### src/rtl/iob_clint_arb_pkg.sv
// Shared definitions for the CLINT arbiter: FSM state encoding and the CLINT
// register map used by the arbiter and by CLINT-facing benches.
package iob_clint_arb_pkg;

  localparam logic [1:0] ST_IDLE  = 2'd0;
  localparam logic [1:0] ST_ISSUE = 2'd1;
  localparam logic [1:0] ST_WAIT  = 2'd2;
  localparam logic [1:0] ST_RESP  = 2'd3;

  typedef enum logic [1:0] {
    S_IDLE  = ST_IDLE,
    S_ISSUE = ST_ISSUE,
    S_WAIT  = ST_WAIT,
    S_RESP  = ST_RESP
  } arb_state_t;

  localparam logic [15:0] MSIP_BASE     = 16'h0000;
  localparam logic [15:0] MTIMECMP_BASE = 16'h4000;
  localparam logic [15:0] MTIME_BASE    = 16'hbff8;

  // Index width for n requesters; a single requester still gets one bit.
  function automatic int idx_w(input int n);
    return (n > 1) ? $clog2(n) : 1;
  endfunction

endpackage

### src/rtl/iob_rr_picker.sv
// Combinational round-robin search: first set request strictly after ptr,
// wrapping to the lowest set request when none lies above it.
module iob_rr_picker
  import iob_clint_arb_pkg::*;
#(
  parameter int N_REQ = 2,
  parameter int IDX_W = idx_w(N_REQ)
) (
  input  logic [N_REQ-1:0] req,
  input  logic [IDX_W-1:0] ptr,
  output logic [N_REQ-1:0] grant,
  output logic [IDX_W-1:0] grant_idx,
  output logic             any
);

  logic [N_REQ-1:0] above;
  logic [N_REQ-1:0] masked;
  logic [N_REQ-1:0] pool;

  genvar gi;
  generate
    for (gi = 0; gi < N_REQ; gi++) begin : g_above
      assign above[gi] = (gi > int'(ptr));
    end
  endgenerate

  assign masked = req & above;
  assign pool   = (|masked) ? masked : req;
  // Isolate the lowest set bit of the candidate pool.
  assign grant  = pool & (~pool + N_REQ'(1));
  assign any    = |req;

  always_comb begin
    grant_idx = '0;
    for (int i = 0; i < N_REQ; i++) begin
      if (grant[i]) grant_idx = IDX_W'(i);
    end
  end

endmodule

### src/rtl/iob_clint_arbiter.sv
// Round-robin arbiter sharing the CLINT native slave port among N_REQ masters,
// one transaction in flight. Define IOB_CLINT_ARB_TIMEOUT_EN for the WAIT timeout.
module iob_clint_arbiter
  import iob_clint_arb_pkg::*;
#(
  parameter int ADDR_W  = 16,
  parameter int DATA_W  = 32,
  parameter int N_REQ   = 2,
  parameter int TIMEOUT = 15
) (
  input  logic                      clk,
  input  logic                      rst,
  input  logic [N_REQ-1:0]          req_valid,
  input  logic [N_REQ*ADDR_W-1:0]   req_address,
  input  logic [N_REQ*DATA_W-1:0]   req_wdata,
  input  logic [N_REQ*DATA_W/8-1:0] req_wstrb,
  output logic [DATA_W-1:0]         req_rdata,
  output logic [N_REQ-1:0]          req_ready,
  output logic                      s_valid,
  output logic [ADDR_W-1:0]         s_address,
  output logic [DATA_W-1:0]         s_wdata,
  output logic [DATA_W/8-1:0]       s_wstrb,
  input  logic [DATA_W-1:0]         s_rdata,
  input  logic                      s_ready,
  output logic                      timeout_err
);

  localparam int IDX_W  = idx_w(N_REQ);
  localparam int STRB_W = DATA_W / 8;

  arb_state_t          state_reg, state_next;
  logic [IDX_W-1:0]    ptr_reg, pick_idx;
  logic [N_REQ-1:0]    grant_oh_reg, pick_oh;
  logic                pick_any;
  logic [ADDR_W-1:0]   addr_reg, sel_addr;
  logic [DATA_W-1:0]   wdata_reg, sel_wdata;
  logic [STRB_W-1:0]   wstrb_reg, sel_wstrb;
  logic [DATA_W-1:0]   rdata_reg;
  logic                abort;

  iob_rr_picker #(
    .N_REQ (N_REQ),
    .IDX_W (IDX_W)
  ) u_picker (
    .req       (req_valid),
    .ptr       (ptr_reg),
    .grant     (pick_oh),
    .grant_idx (pick_idx),
    .any       (pick_any)
  );

  always_comb begin
    sel_addr  = '0;
    sel_wdata = '0;
    sel_wstrb = '0;
    for (int i = 0; i < N_REQ; i++) begin
      if (pick_oh[i]) begin
        sel_addr  = sel_addr  | req_address[i*ADDR_W +: ADDR_W];
        sel_wdata = sel_wdata | req_wdata[i*DATA_W +: DATA_W];
        sel_wstrb = sel_wstrb | req_wstrb[i*STRB_W +: STRB_W];
      end
    end
  end

  always_ff @(posedge clk or posedge rst) begin
    if (rst) state_reg <= S_IDLE;
    else     state_reg <= state_next;
  end

  // Arbitration happens only in IDLE, so a completing master is never re-granted in RESP.
  always_comb begin
    state_next = state_reg;
    s_valid    = 1'b0;
    req_ready  = '0;
    case (state_reg)
      S_IDLE:  if (pick_any) state_next = S_ISSUE;
      S_ISSUE: begin
        s_valid    = 1'b1;
        state_next = S_WAIT;
      end
      S_WAIT:  if (s_ready || abort) state_next = S_RESP;
      S_RESP:  begin
        req_ready  = grant_oh_reg;
        state_next = S_IDLE;
      end
      default: state_next = S_IDLE;
    endcase
  end

  always_ff @(posedge clk or posedge rst) begin
    if (rst) begin
      ptr_reg      <= IDX_W'(N_REQ - 1);
      grant_oh_reg <= '0;
      addr_reg     <= '0;
      wdata_reg    <= '0;
      wstrb_reg    <= '0;
      rdata_reg    <= '0;
    end else begin
      if (state_reg == S_IDLE && pick_any) begin
        ptr_reg      <= pick_idx;
        grant_oh_reg <= pick_oh;
        addr_reg     <= sel_addr;
        wdata_reg    <= sel_wdata;
        wstrb_reg    <= sel_wstrb;
      end
      if (state_reg == S_WAIT) begin
        if (s_ready)    rdata_reg <= s_rdata;
        else if (abort) rdata_reg <= '1;
      end
    end
  end

  assign s_address = addr_reg;
  assign s_wdata   = wdata_reg;
  assign s_wstrb   = s_valid ? wstrb_reg : '0;
  assign req_rdata = rdata_reg;

`ifdef IOB_CLINT_ARB_TIMEOUT_EN
  localparam int CNT_W = $clog2(TIMEOUT + 1);

  logic [CNT_W-1:0] wait_cnt_reg;
  logic             err_reg;

  // Abort on the TIMEOUT-th consecutive WAIT cycle without s_ready.
  assign abort = (state_reg == S_WAIT) && !s_ready &&
                 (wait_cnt_reg == CNT_W'(TIMEOUT - 1));

  always_ff @(posedge clk or posedge rst) begin
    if (rst) begin
      wait_cnt_reg <= '0;
      err_reg      <= 1'b0;
    end else begin
      if (state_reg == S_WAIT && !s_ready) wait_cnt_reg <= wait_cnt_reg + CNT_W'(1);
      else                                 wait_cnt_reg <= '0;
      if (abort) err_reg <= 1'b1;
    end
  end

  assign timeout_err = err_reg;
`else
  logic [31:0] unused_timeout;
  assign unused_timeout = 32'(TIMEOUT);
  assign abort          = 1'b0;
  assign timeout_err    = 1'b0;
`endif

endmodule

### config.mk
export PLATFORM = sky130hd
export DESIGN_NAME = iob_clint_arbiter
export DESIGN_NICKNAME = d
export VERILOG_FILES = /design/src/rtl/iob_clint_arb_pkg.sv /design/src/rtl/iob_rr_picker.sv /design/src/rtl/iob_clint_arbiter.sv
export SDC_FILE = /design/constraint.sdc
export NUM_CORES = 1
export LEC_CHECK = 0
export ABC_CLOCK_PERIOD_IN_PS = 3200
export CAP_MARGIN = 20
export CORE_ASPECT_RATIO = 0.7
export CORE_MARGIN = 2
export CORE_UTILIZATION = 34
export DETAILED_ROUTE_END_ITERATION = 6
export HOLD_SLACK_MARGIN = 0.05
export PLACE_DENSITY = 0.77
export SYNTH_ARGS = -nofsm -noshare
export SYNTH_HDL_FRONTEND = slang
export SYNTH_SLANG_ARGS = --single-unit
### constraint.sdc
create_clock -name clk -period 3.2 [get_ports clk]
set_clock_uncertainty 0.15 [all_clocks]
set_input_delay 0.64 -clock clk [delete_from_list [all_inputs] [get_ports clk]]
set_output_delay 0.64 -clock clk [all_outputs]
set_load 0.005 [all_outputs]
### Yosys cells after proc, flatten, opt, wreduce, memory -nomap -nowiden

Index checks and enable logic that the tools add are counted.

* input port bits: 141
* output and inout bits: 88
* register bits: 89

* mux-type cells: 14
* equal/unequal tests: 5
* bitwise operators: 6
* $lt $le $gt $ge: 1
* reduce and logical (&&, ||, !) cells: 6
* $add $sub $neg: 1

Operator list (count)
* two-way mux 32 bit: 2
* two-way mux 16 bit: 2
* OR 32 bit: 1
* OR 16 bit: 1
* two-way mux 4 bit: 3
* two-way mux 2 bit: 4
* case mux 2 bit (4 select lines): 1
* AND 2 bit: 2
* == test 2 bit (second input constant): 2
* != test 2 bit (second input constant): 2
* OR 4 bit: 1
* AND reduction 2 bit: 2
* OR reduction 2 bit: 2
* adder 2 x 1 -> 2 bit (second input constant): 1
* == test 2 x 1 -> 1 bit (second input constant): 1
* logical NOT 2 bit: 1
* two-way mux 1 bit: 2
* NOT 2 bit: 1
* > comparator 1 bit (first input constant): 1
* logical AND 1 bit: 1

### Depth between registers and ports, before layout

Gate-level depths: netlist of run 1.

* word-level depth: 10
* mapped depth: 6
* depth with buffers taken out: 5

### Cells and area by module

Synthesis of run 1 repeated with hierarchy kept, for this count alone.

* cell total of the unflattened synthesis: 334
* area, all modules: 3832.4 µm²

Modules (own cells, without submodules)
* iob_clint_arbiter: area an instance 3799.9 µm², times used 1, cells each 329
* iob_rr_picker: area an instance 32.5 µm², times used 1, cells each 5

### Worst setup path after synthesis of run 1

Ideal clock, no wire load.

* path type: register to register
* start: register state_reg[0]
* end: register wdata_reg[0] (netlist: s_wdata[0])
* setup time: 0.126 ns
* setup slack: 1.534 ns
* clock period less this slack: 1.666 ns
* stages on the path, launching flop included: 7
* buffers on the path: 1
* arrival: 1.390 ns
* cells stage by stage: dfrtp_1 -> inv_1 -> ha_1 -> o21ai_4 -> buf_6 -> and2_0 -> a221o_1

* cells in the longest elaborated chain, start to end: 2

Ends and longest elaborated chain
* start, declared: RTL line iob_clint_arbiter.sv:31 `arb_state_t state_reg, state_next;`
* start signal, assigned: RTL line iob_clint_arbiter.sv:67 `else state_reg <= state_next;`
* logical NOT 2 bit: RTL line iob_clint_arbiter.sv:99 `if (state_reg == S_IDLE && pick_any) begin`
* logical AND 1 bit: RTL line iob_clint_arbiter.sv:99
* end signal, assigned: RTL line iob_clint_arbiter.sv:103 `wdata_reg <= sel_wdata;`
* end, declared: RTL line iob_clint_arbiter.sv:36 `logic [DATA_W-1:0] wdata_reg, sel_wdata;`

No other way between the ends.
A chain may end at the register's enable or synchronous reset.

### Final worst setup path of run 1

* start: register state_reg[1]
* end: output s_wstrb[1]

* cells in the longest elaborated chain, start to end: 3

Ends and longest elaborated chain
* == test 2 x 1 -> 1 bit: RTL line iob_clint_arbiter.sv:75 `case (state_reg)`
* two-way mux 1 bit: RTL line iob_clint_arbiter.sv:75
* two-way mux 4 bit: RTL line iob_clint_arbiter.sv:115 `assign s_wstrb = s_valid ? wstrb_reg : '0;`
* end, declared: RTL line iob_clint_arbiter.sv:22 `output logic [DATA_W/8-1:0] s_wstrb,`

No other way between the ends.

==> results of run 1 <==
## synth_stat cells
library cell,count
ha_1,4
o22a_1,1
buf_4,1
and2_2,1
and2_1,7
inv_1,4
nand2_1,2
mux2_1,15
buf_6,15
nor2b_1,1
dfrtp_1,88
conb_1,1
a221o_1,52
dfstp_2,1
a21o_1,3
o21ai_4,1
buf_2,3
mux2_2,18
a21oi_1,1
a21oi_4,2
nor2_1,1
and2_0,50
nand2_2,1
## placed cells by master, fill, tap and decap left out
cell	Yosys	routed
clkbuf_8	0	3
clkbuf_1	0	1
buf_12	0	3
and2_2	1	1
o22a_1	1	1
a221o_1	52	52
and2_1	7	7
clkbuf_16	0	9
nor2b_1	1	1
dfrtp_1	88	88
inv_6	0	1
nor2_1	1	1
buf_4	1	4
mux2_1	15	15
clkinv_2	0	1
clkdlybuf4s50_1	0	227
and2_0	50	50
bufinv_16	0	1
clkinvlp_4	0	1
nand2_2	1	1
nand2_1	2	2
a21o_1	3	3
o21ai_4	1	1
inv_1	4	3
ha_1	4	4
a21oi_1	1	1
a21oi_4	2	2
dfstp_2	1	1
mux2_2	18	18
conb_1	1	1
## final cells by class
cell class / instances / area (µm²) / area share, %
Timing Repair Buffer: 234 / 2362 / 36.15
Sequential cell: 89 / 2228 / 34.11
Multi-Input combinational cell: 161 / 1419 / 21.72
Clock buffer: 13 / 270.3 / 4.136
Tap cell: 153 / 191.4 / 2.930
Clock inverter: 3 / 46.29 / 0.7085
Inverter: 4 / 16.27 / 0.2489
## cells by family after synthesis
logic type	count (synthesis)
flip-flops	89
buffers and inverters	23
multiplexers	33
adder cells (fa/ha/maj)	4
AO/OA/AOI/OAI	60
other	1
AND/OR/NAND/NOR	63
## worst max-delay path: cells and delay by family, from the launching register on
kind          cells  cell delay (ns)
flops             1             0.40
simple gates      1             0.16
buf+inv           2             0.61
fa+ha+maj         1             0.24
## power by group
| part | internal (mW) | switching (mW) |
|---|---|---|
| clock network | 0.673 | 0.426 |
| registers | 1.69 | 0.294 |
| logic | 1.71 | 0.890 |
## metrics by stage
step	setup slack (ns)	utilization [%]
final	0.6710	59.34
after global routing	0.5474	59.34
after CTS	0.6156	59.34
after detailed placement	0.7142	56.47
after global placement	0.7394	56.47
after floorplan	0.1048	-
## layer usage
layer / share of wire [%] / up-vias / wire, µm
met1: 43 / 1580 / 4819
met2: 50 / 128 / 5554
li1: - / 1463 / -
met4: 1.6 / 0 / 181
met3: 5.6 / 15 / 623
met5: 0 / - / 0
## worst max-delay path by stage
stage | endpoint | slack [ns] | depth (start not counted)
2_1_floorplan | grant_oh_reg[0]$_DFFE_PP0P_ | 0.10 | 1
3_3_place_gp | s_wdata[12]$_DFFE_PP0P_ | 0.74 | 5
3_5_place_dp | s_wdata[23]$_DFFE_PP0P_ | 0.71 | 5
4_1_cts | s_wstrb[1] | 0.62 | 4
5_1_grt | s_wstrb[1] | 0.55 | 4
6_report | s_wstrb[1] | 0.67 | 4
==> results.md, run 1 <==
* Row count at 32
* Cell count of the worst reg-to-reg path at 6
* CP endpoint kind: output pin
* Max-cap viol count at 0
* TritonRoute pass-1 iters at 4
* I/O pin total at 229
* Min-delay src: grant_oh_reg[0]$_DFFE_PP0P_
* Post-synthesis compound-gate area fraction at 15.71%
* Design Area, Final at 0.006534 mm²
* Tmin final at 2.529 ns
* Clk sink count at 89
* GRT met1 Usage at 22.95%
* Cells on Worst Hold Path at 1
* Total setup buffers inserted after CTS at 0
* Die area at 0.01222 mm²
* Core area at 0.01101 mm²
* Starting Density at 35.00%
* Post-route ant nets at 0
* Clock Path Buffers at 2
* Outcome: finished, final reports clean
* Hold Buf Count CTS at 0
* TritonCTS clock tree: done
* PortBufs at 227
* Largest family of logic cells by synthesized area: compound AO/OA/AOI/OAI gates
* Launch point of the worst reg-to-reg path: state_reg[0]$_DFFE_PP0P_
* Fraction of the yosys area taken by sequential cells at 57.82%
* Reg clk slew, reported paths at 0.06 ns
* Fmax at 0.3954 GHz
* Mux cell area share after synthesis at 9.643%
* PostCTS Resize Cnt at 0
* Synth Net Count at 418
* Final Total Pwr at 5.687 mW
* Simple-Gate Fraction of Synth Area at 10.06%
* Critical path required time at 2.41 ns
* Total Routing Usage GR at 18.52%
* Reg2Reg Setup Slack at 1.17 ns
* Worst-skew pair later-pin latency at 0.33 ns
* LEAKAGE at 2.689 nW
* Final GP Congestion at 0.7751
* Crit-path cells: inv_1 > ha_1 > and2_1 > clkdlybuf4s50_1
* Hold EP: grant_oh_reg[0]$_DFFE_PP0P_
* DRT Wirelength at 11180 µm
* CTS Buf Count at 9
* Worst path max stage delay at 0.52 ns
* Cell total after placement at 641
* Remaining DRCs at 0
* Kind of critical path: reg -> out
* Final setup violation count at 0
* Via density at 4.849
* Post-route setup TNS at 0 ns
* Crit share post-route at 79.03%
* Share of post-route cells with drive strength above 1 at 9.325%
* Xor and xnor area share after synthesis at 0%
* Area leader, netlist: dfrtp_1
* Syn Area/Cell at 14.12 µm²
* Drt initial violations at 107
* # diodes at 0
* DR vias at 3186
* Synth Register Bits at 89
* Yosys Warn Count at 0
* Post-Syn Area at 0.003854 mm²
* Post-Layout Cell Count at 657
* Hold Slack at 0.3176 ns
* Syn Inst Count at 273
* Worst path slowest cell: clkdlybuf4s50_1
* Worst path arrival time at 1.74 ns
* Grt met2 use at 31.84%
* R2r endpoint: s_wdata[19]$_DFFE_PP0P_
* Yosys top cell area share at 57.14%
* Power Density at 870.4 mW/mm²
* RSZ-0062 raised after global routing: no
* CP max FO at 5
* HP Class: reg -> reg
* DIE WIDTH at 131.2 µm
* M3 GR Usage at 5.203%
* Area Growth Syn to Fin at 69.55%
* Nets at 644
* HPWL Detailed at 8259 µm
* Global-route wire length before repair at 17810 µm
* Maximum number of pins on one net before global-route repair at 50
* Fillers at 862
* Final Max Slew Viols at 0
* Cell Area, Placed at 0.006217 mm²
* Area contributors post-synth: dfrtp_1 (57%), a221o_1 (14%), and2_0 (8.1%)
* Peak supply drop at 0.3958 mV
* Synth cell types at 23
* Fraction of the mapped netlist area in adder cells at 1.299%
* Routed len/inst at 17.02 µm
* Hold Vio Cnt, Final at 0
* Clock root cell: clkbuf_16
* Vias in the first global route at 3385
* Most used routing layer: met2
* Startpoint Class: register
* Worst Setup SP: state_reg[1]$_DFFE_PP0P_
* H-tree depth at 3
* Chip height at 93.08 µm
* Initial antenna violation count at 0
* GRT overflow at 0
(Power assumes the default switching activity.)
==> run 2, diff against run 1 <==
--- a/config.mk
+++ b/config.mk
@@ -5,7 +5,7 @@
 export SDC_FILE = /design/constraint.sdc
 export NUM_CORES = 1
 export LEC_CHECK = 0
-export ABC_CLOCK_PERIOD_IN_PS = 3200
+export ABC_CLOCK_PERIOD_IN_PS = 2100
 export CAP_MARGIN = 20
 export CORE_ASPECT_RATIO = 0.7
 export CORE_MARGIN = 2
==> constraint.sdc (replaced) <==
create_clock -name clk -period 2.1 [get_ports clk]
set_clock_uncertainty 0.15 [all_clocks]
set_input_delay 0.42 -clock clk [delete_from_list [all_inputs] [get_ports clk]]
set_output_delay 0.42 -clock clk [all_outputs]
set_load 0.005 [all_outputs]
==> results.md, run 2 (synthesis results as in run 1) <==
* Outcome: finished, final reports clean
* Maximum number of pins on one net before global-route repair at 48 (-4.0%)
* Clock Path Buffers at 2 (unchanged)
* Global-route wire length before repair at 18340 µm (+3.0%)
* I/O pin total at 229 (unchanged)
* Startpoint Class: register
* R2r endpoint: s_address[4]$_DFFE_PP0P_
* PortBufs at 227 (unchanged)
* Worst-margin pin slew at 0.5404 ns
* Final GP Congestion at 0.7977 (+2.9%)
* Peak supply drop at 0.5045 mV (+27%)
* Total Routing Usage GR at 18.94% (+0.42 points)
* DRT Wirelength at 11200 µm (+0.21%)
* Post-Place Setup Slack at 0.05174 ns (-0.6625 ns)
* Routed len/inst at 16.85 µm (-1.0%)
* Vias in the first global route at 3456 (+2.1%)
* Hold EP: grant_oh_reg[0]$_DFFE_PP0P_
* Reg clk slew, reported paths at 0.06 ns (about the same)
* GRT overflow at 0 (unchanged)
* RSZ-0062 raised after global routing: no
* LEAKAGE at 2.766 nW (+2.9%)
* Max-cap viol count at 0 (unchanged)
* Area Growth Syn to Fin at 71.69%
* Fmax at 0.4924 GHz
* Share of post-route cells with drive strength above 1 at 11.52% (+2.2 points)
* Final setup margin at 0.06900 ns (-0.6020 ns)
* Area occupied by multi-input gates at 0.001431 mm² (+0.88%)
* Core area at 0.01101 mm² (unchanged)
* Launch point of the worst reg-to-reg path: state_reg[0]$_DFFE_PP0P_
* CP endpoint kind: output pin
* H-tree depth at 3 (unchanged)
* Min-delay src: grant_oh_reg[0]$_DFFE_PP0P_
* Clock root cell: clkbuf_16
* Drt initial violations at 88 (-18%)
* CTS Buf Count at 9 (unchanged)
* DR vias at 3224 (+1.2%)
* Final setup violation count at 0 (unchanged)
* Clk sink count at 89 (unchanged)
* HPWL Detailed at 8367 µm (+1.3%)
* Power Density at 1313 mW/mm² (+51%)
* Starting Density at 35.00% (unchanged)
* Die area at 0.01222 mm² (unchanged)
* Most common cell after layout, fill and taps aside: clkdlybuf4s50_1
* Reg2Reg Setup Slack at 0.14 ns (-1.03 ns)
* Worst-skew pair later-pin latency at 0.33 ns (about the same)
* Remaining DRCs at 0 (unchanged)
* Relative slew slack at 63.97%
* TritonCTS clock tree: done
* Final Max Slew Viols at 0 (unchanged)
* Cells on Worst Hold Path at 1 (unchanged)
* Nets at 652 (+1.2%)
* Crit share post-route at 96.71%
* # diodes at 0 (unchanged)
* TritonRoute pass-1 iters at 4 (unchanged)
* Worst path arrival time at 1.46 ns (-0.28 ns)
* Tmin final at 2.031 ns
* Critical path required time at 1.53 ns (-0.88 ns)
* Reg area at 0.002230 mm² (about the same)
* Via density at 4.848 (about the same)
* Row count at 32 (unchanged)
* Chip height at 93.08 µm (unchanged)
* DIE WIDTH at 131.2 µm (unchanged)
* HP Class: reg -> reg
* CP max FO at 5 (unchanged)
* Post-route ant nets at 0 (unchanged)
* Post-route setup TNS at 0 ns (unchanged)
* Initial antenna violation count at 0 (unchanged)
* Fillers at 882 (+2.3%)
* Cell count of the worst reg-to-reg path at 7 (+1)
* Most frequent cells in the layout: clkdlybuf4s50_1 (220), dfrtp_1 (87), a221o_1 (52)
* Kind of critical path: reg -> out
* Hold Vio Cnt, Final at 0 (unchanged)
[run 2: repair_timing]
item / 4_1_cts / 5_1_grt
endpoints found under the setup margin: 7 / 1
buffers inserted: 3 / 0
hold buffers: 0 / 0
gates resized for setup: 10 / 1
[run 2: worst max-delay path by stage]
stage | start | to | slack, ns | depth (start not counted)
finish | state_reg[0]$_DFFE_PP0P_ | s_wstrb[2] | 0.07 | 4
global route | state_reg[0]$_DFFE_PP0P_ | s_wstrb[2] | 0.01 | 4
CTS | state_reg[0]$_DFFE_PP0P_ | s_valid | 0.009 | 3
detailed placement | req_valid[0] | s_wdata[15]$_DFFE_PP0P_ | 0.05 | 5
global placement | req_valid[0] | s_address[10]$_DFFE_PP0P_ | 0.09 | 5
floorplan | state_reg[0]$_DFFE_PP0P_ | s_wdata[0]$_DFFE_PP0P_ | 0.43 | 6
[run 2: area by class of cell]
cell class / count / share of cell area, %
repair buffers: 242 / 37.10
multi-input cells: 161 / 21.63
clock inverters: 5 / 0.5673
clock buffers: 11 / 3.820
flip-flops and latches: 89 / 33.70
inverters: 4 / 0.2837
well taps: 153 / 2.893
[run 2: routing by layer]
| metal | track usage (%) | routed length [µm] | part of all wire (%) | vias to the layer above |
|---|---|---|---|---|
| li1 | - | - | - | 1473 |
| met1 | 24.03 | 4762 | 43 | 1593 |
| met2 | 31.97 | 5535 | 49 | 144 |
| met3 | 5.095 | 748 | 6.7 | 14 |
| met4 | 5.888 | 156 | 1.4 | 0 |
| met5 | 0 | 0 | 0 | - |
[run 2: per-stage QoR]
stage / power, mW / hold slack (ns) / instance area, µm² / cells / util (%)
after detailed placement: 7.181 / 0.3131 / 6295 / 646 / 57.17
after CTS: 8.827 / 0.3279 / 6614 / 665 / 60.07
after global routing: 9.270 / 0.3519 / 6616 / 665 / 60.09
after floorplan: 4.862 / 0.2915 / 3857 / 273 / -
final: 8.688 / 0.3260 / 6616 / 665 / 60.09
after global placement: 7.040 / 0.3008 / 6295 / 646 / 57.17
[run 2: power breakdown]
part,switching [mW],internal [mW]
sequential,0.440,2.58
clock,0.664,0.871
combinational,1.42,2.72
[run 2: critical path: stages, from the launching register on]
cell and delay (ns):
dfrtp_2 0.40, buf_4 0.15, ha_4 0.16, and2_1 0.15
dlygate4sd2_1 0.27
==> run 3, diff against run 2 <==
--- a/config.mk
+++ b/config.mk
@@ -7,12 +7,14 @@
 export LEC_CHECK = 0
 export ABC_CLOCK_PERIOD_IN_PS = 2100
 export CAP_MARGIN = 20
+export CELL_PAD_IN_SITES_DETAIL_PLACEMENT = 1
+export CELL_PAD_IN_SITES_GLOBAL_PLACEMENT = 2
 export CORE_ASPECT_RATIO = 0.7
 export CORE_MARGIN = 2
-export CORE_UTILIZATION = 34
+export CORE_UTILIZATION = 20
 export DETAILED_ROUTE_END_ITERATION = 6
 export HOLD_SLACK_MARGIN = 0.05
-export PLACE_DENSITY = 0.77
+export PLACE_DENSITY_LB_ADDON = 0.1
 export SYNTH_ARGS = -nofsm -noshare
 export SYNTH_HDL_FRONTEND = slang
 export SYNTH_SLANG_ARGS = --single-unit
==> results.md, run 3 (synthesis results as in run 1) <==
* Outcome: finished, final reports clean
* Clk sink count at 89 (unchanged)
* RSZ-0062 raised after global routing: no
* Global-route wire length before repair at 20330 µm (+11%)
* HP Class: in -> async
* Startpoint Class: register
* Power Density at 1316 mW/mm² (+0.22%)
* Worst path arrival time at 1.46 ns (about the same)
* Final setup violation count at 0 (unchanged)
* TritonCTS clock tree: done
* Post-route setup TNS at 0 ns (unchanged)
* Post-Layout Cell Count at 757 (+14%)
* Post-layout util at 35.93% (-24 points)
* Starting Density at 20.37% (-15 points)
* Remaining DRCs at 0 (unchanged)
* Total Routing Usage GR at 13.25% (-5.7 points)
* DR vias at 3227 (+0.093%)
* Hold Buf Count CTS at 0 (unchanged)
* Worst path slowest cell: dfrtp_1
* Initial antenna violation count at 0 (unchanged)
* Worst path max stage delay at 0.40 ns (about the same)
* Fillers at 2024 (+130%)
* Peak supply drop at 0.3484 mV (-31%)
* Cell total after placement at 735 (+14%)
* CP endpoint kind: output pin
* Share of post-route cells with drive strength above 1 at 11.84% (+0.32 points)
* # diodes at 0 (unchanged)
* Clock root cell: clkbuf_16
* Post-route ant nets at 0 (unchanged)
* Most frequent cells in the layout: clkdlybuf4s50_1 (220), dfrtp_1 (88), a221o_1 (52)
* LEAKAGE at 2.798 nW (+1.1%)
* Launch point of the worst reg-to-reg path: state_reg[1]$_DFFE_PP0P_
* Worst Setup SP: state_reg[0]$_DFFE_PP0P_
* Crit share post-route at 96.62% (-0.099 points)
* Crit-path cells: buf_6 > ha_4 > and2_1 > dlygate4sd2_1
* Core area at 0.01892 mm² (+72%)
* Via density at 4.263 (-12%)
* Nets at 655 (+0.46%)
* Kind of critical path: reg -> out
* Maximum number of pins on one net before global-route repair at 38 (-21%)
* I/O pin total at 229 (unchanged)
* Critical path required time at 1.53 ns (about the same)
* Area Growth Syn to Fin at 76.36%
* DIE WIDTH at 169.9 µm (+29%)
* Routed len/inst at 17.58 µm (+4.4%)
* PortBufs at 227 (unchanged)
* Hold Vio Cnt, Final at 0 (unchanged)
* Cell count of the worst reg-to-reg path at 7 (unchanged)
* Hold Slack at 0.2767 ns (-0.04937 ns)
* Fmax at 0.4929 GHz (+0.10%)
* Die area at 0.02041 mm² (+67%)
* Worst-skew pair later-pin latency at 0.34 ns (about the same)
* Clock Path Buffers at 2 (unchanged)
* Chip height at 120.1 µm (+29%)
* Final Max Slew Viols at 0 (unchanged)
* Most common cell after layout, fill and taps aside: clkdlybuf4s50_1
* Vias in the first global route at 3430 (-0.75%)
* Reg clk slew, reported paths at 0.07 ns (about the same)
* Max-cap viol count at 0 (unchanged)
* Tmin final at 2.029 ns (-0.002071 ns)
* DRT Wirelength at 13310 µm (+19%)
* HPWL Detailed at 9501 µm (+14%)
* Row count at 42 (+31%)
* H-tree depth at 3 (unchanged)
* TritonRoute pass-1 iters at 4 (unchanged)
* CP max FO at 5 (unchanged)
* GRT overflow at 0 (unchanged)
* Drt initial violations at 134 (+52%)
* Final GP Congestion at 0.7049 (-12%)
* CTS Buf Count at 9 (unchanged)
run 3: worst paths after layout:
check | slack (ns) | end
min in group clk | 0.33 | grant_oh_reg[0]$_DFFE_PP0P_
max | 0.07 | s_wstrb[1]
min | 0.28 | s_wdata[8]$_DFFE_PP0P_
max reg2reg | 0.14 | req_rdata[5]$_DFFE_PP0P_
min reg2reg | 0.33 | grant_oh_reg[0]$_DFFE_PP0P_
max in group asynchronous | 0.96 | ptr_reg$_DFFE_PP1P_
run 3: report_power, final:
part / total, mW / internal (mW) / switching, mW
combinational: 4.27 / 2.77 / 1.50
clock: 1.68 / 0.965 / 0.716
sequential: 3.00 / 2.58 / 0.421
total: 8.94 / 6.31 / 2.64
run 3: cell type report:
class	instances	area, µm²	share of cell area, %
inverters	4	18.77	0.2761
repair buffers	245	2506	36.87
well taps	242	302.8	4.455
multi-input cells	161	1434	21.10
clock inverters	5	63.81	0.9389
clock buffers	11	242.7	3.571
flip-flops and latches	89	2228	32.79
run 3: what timing repair did:
item	in CTS	in global routing
endpoints found under the setup margin	7	3
setup buffers	3	3
gates cloned	0	0
resized for setup	10	2
run 3: worst max-delay path: cells and delay by family (launching register included):
kind          cells  cell delay [ns]
buf+inv           2             0.39
fa+ha+maj         1             0.17
simple gates      1             0.16
flops             1             0.40
run 3: metal layers:
metal  track usage [%]  vias up  share of wire (%)
li1                  -     1485                  -
met1             17.79     1597                 46
met2             20.18      135                 45
met3             4.420       10                7.9
met4             4.113        0                1.4
met5                 0        -                  0
run 3: stage by stage:
stage | instance area [µm²] | worst slack, ns | total power [mW]
finish | 6797 | 0.07107 | 8.944
global route | 6797 | 0.008423 | 9.588
CTS | 6768 | 0.002451 | 9.088
detailed placement | 6431 | 0.008998 | 7.272
global placement | 6431 | 0.03727 | 7.206
floorplan | 3857 | 0.4336 | 4.862
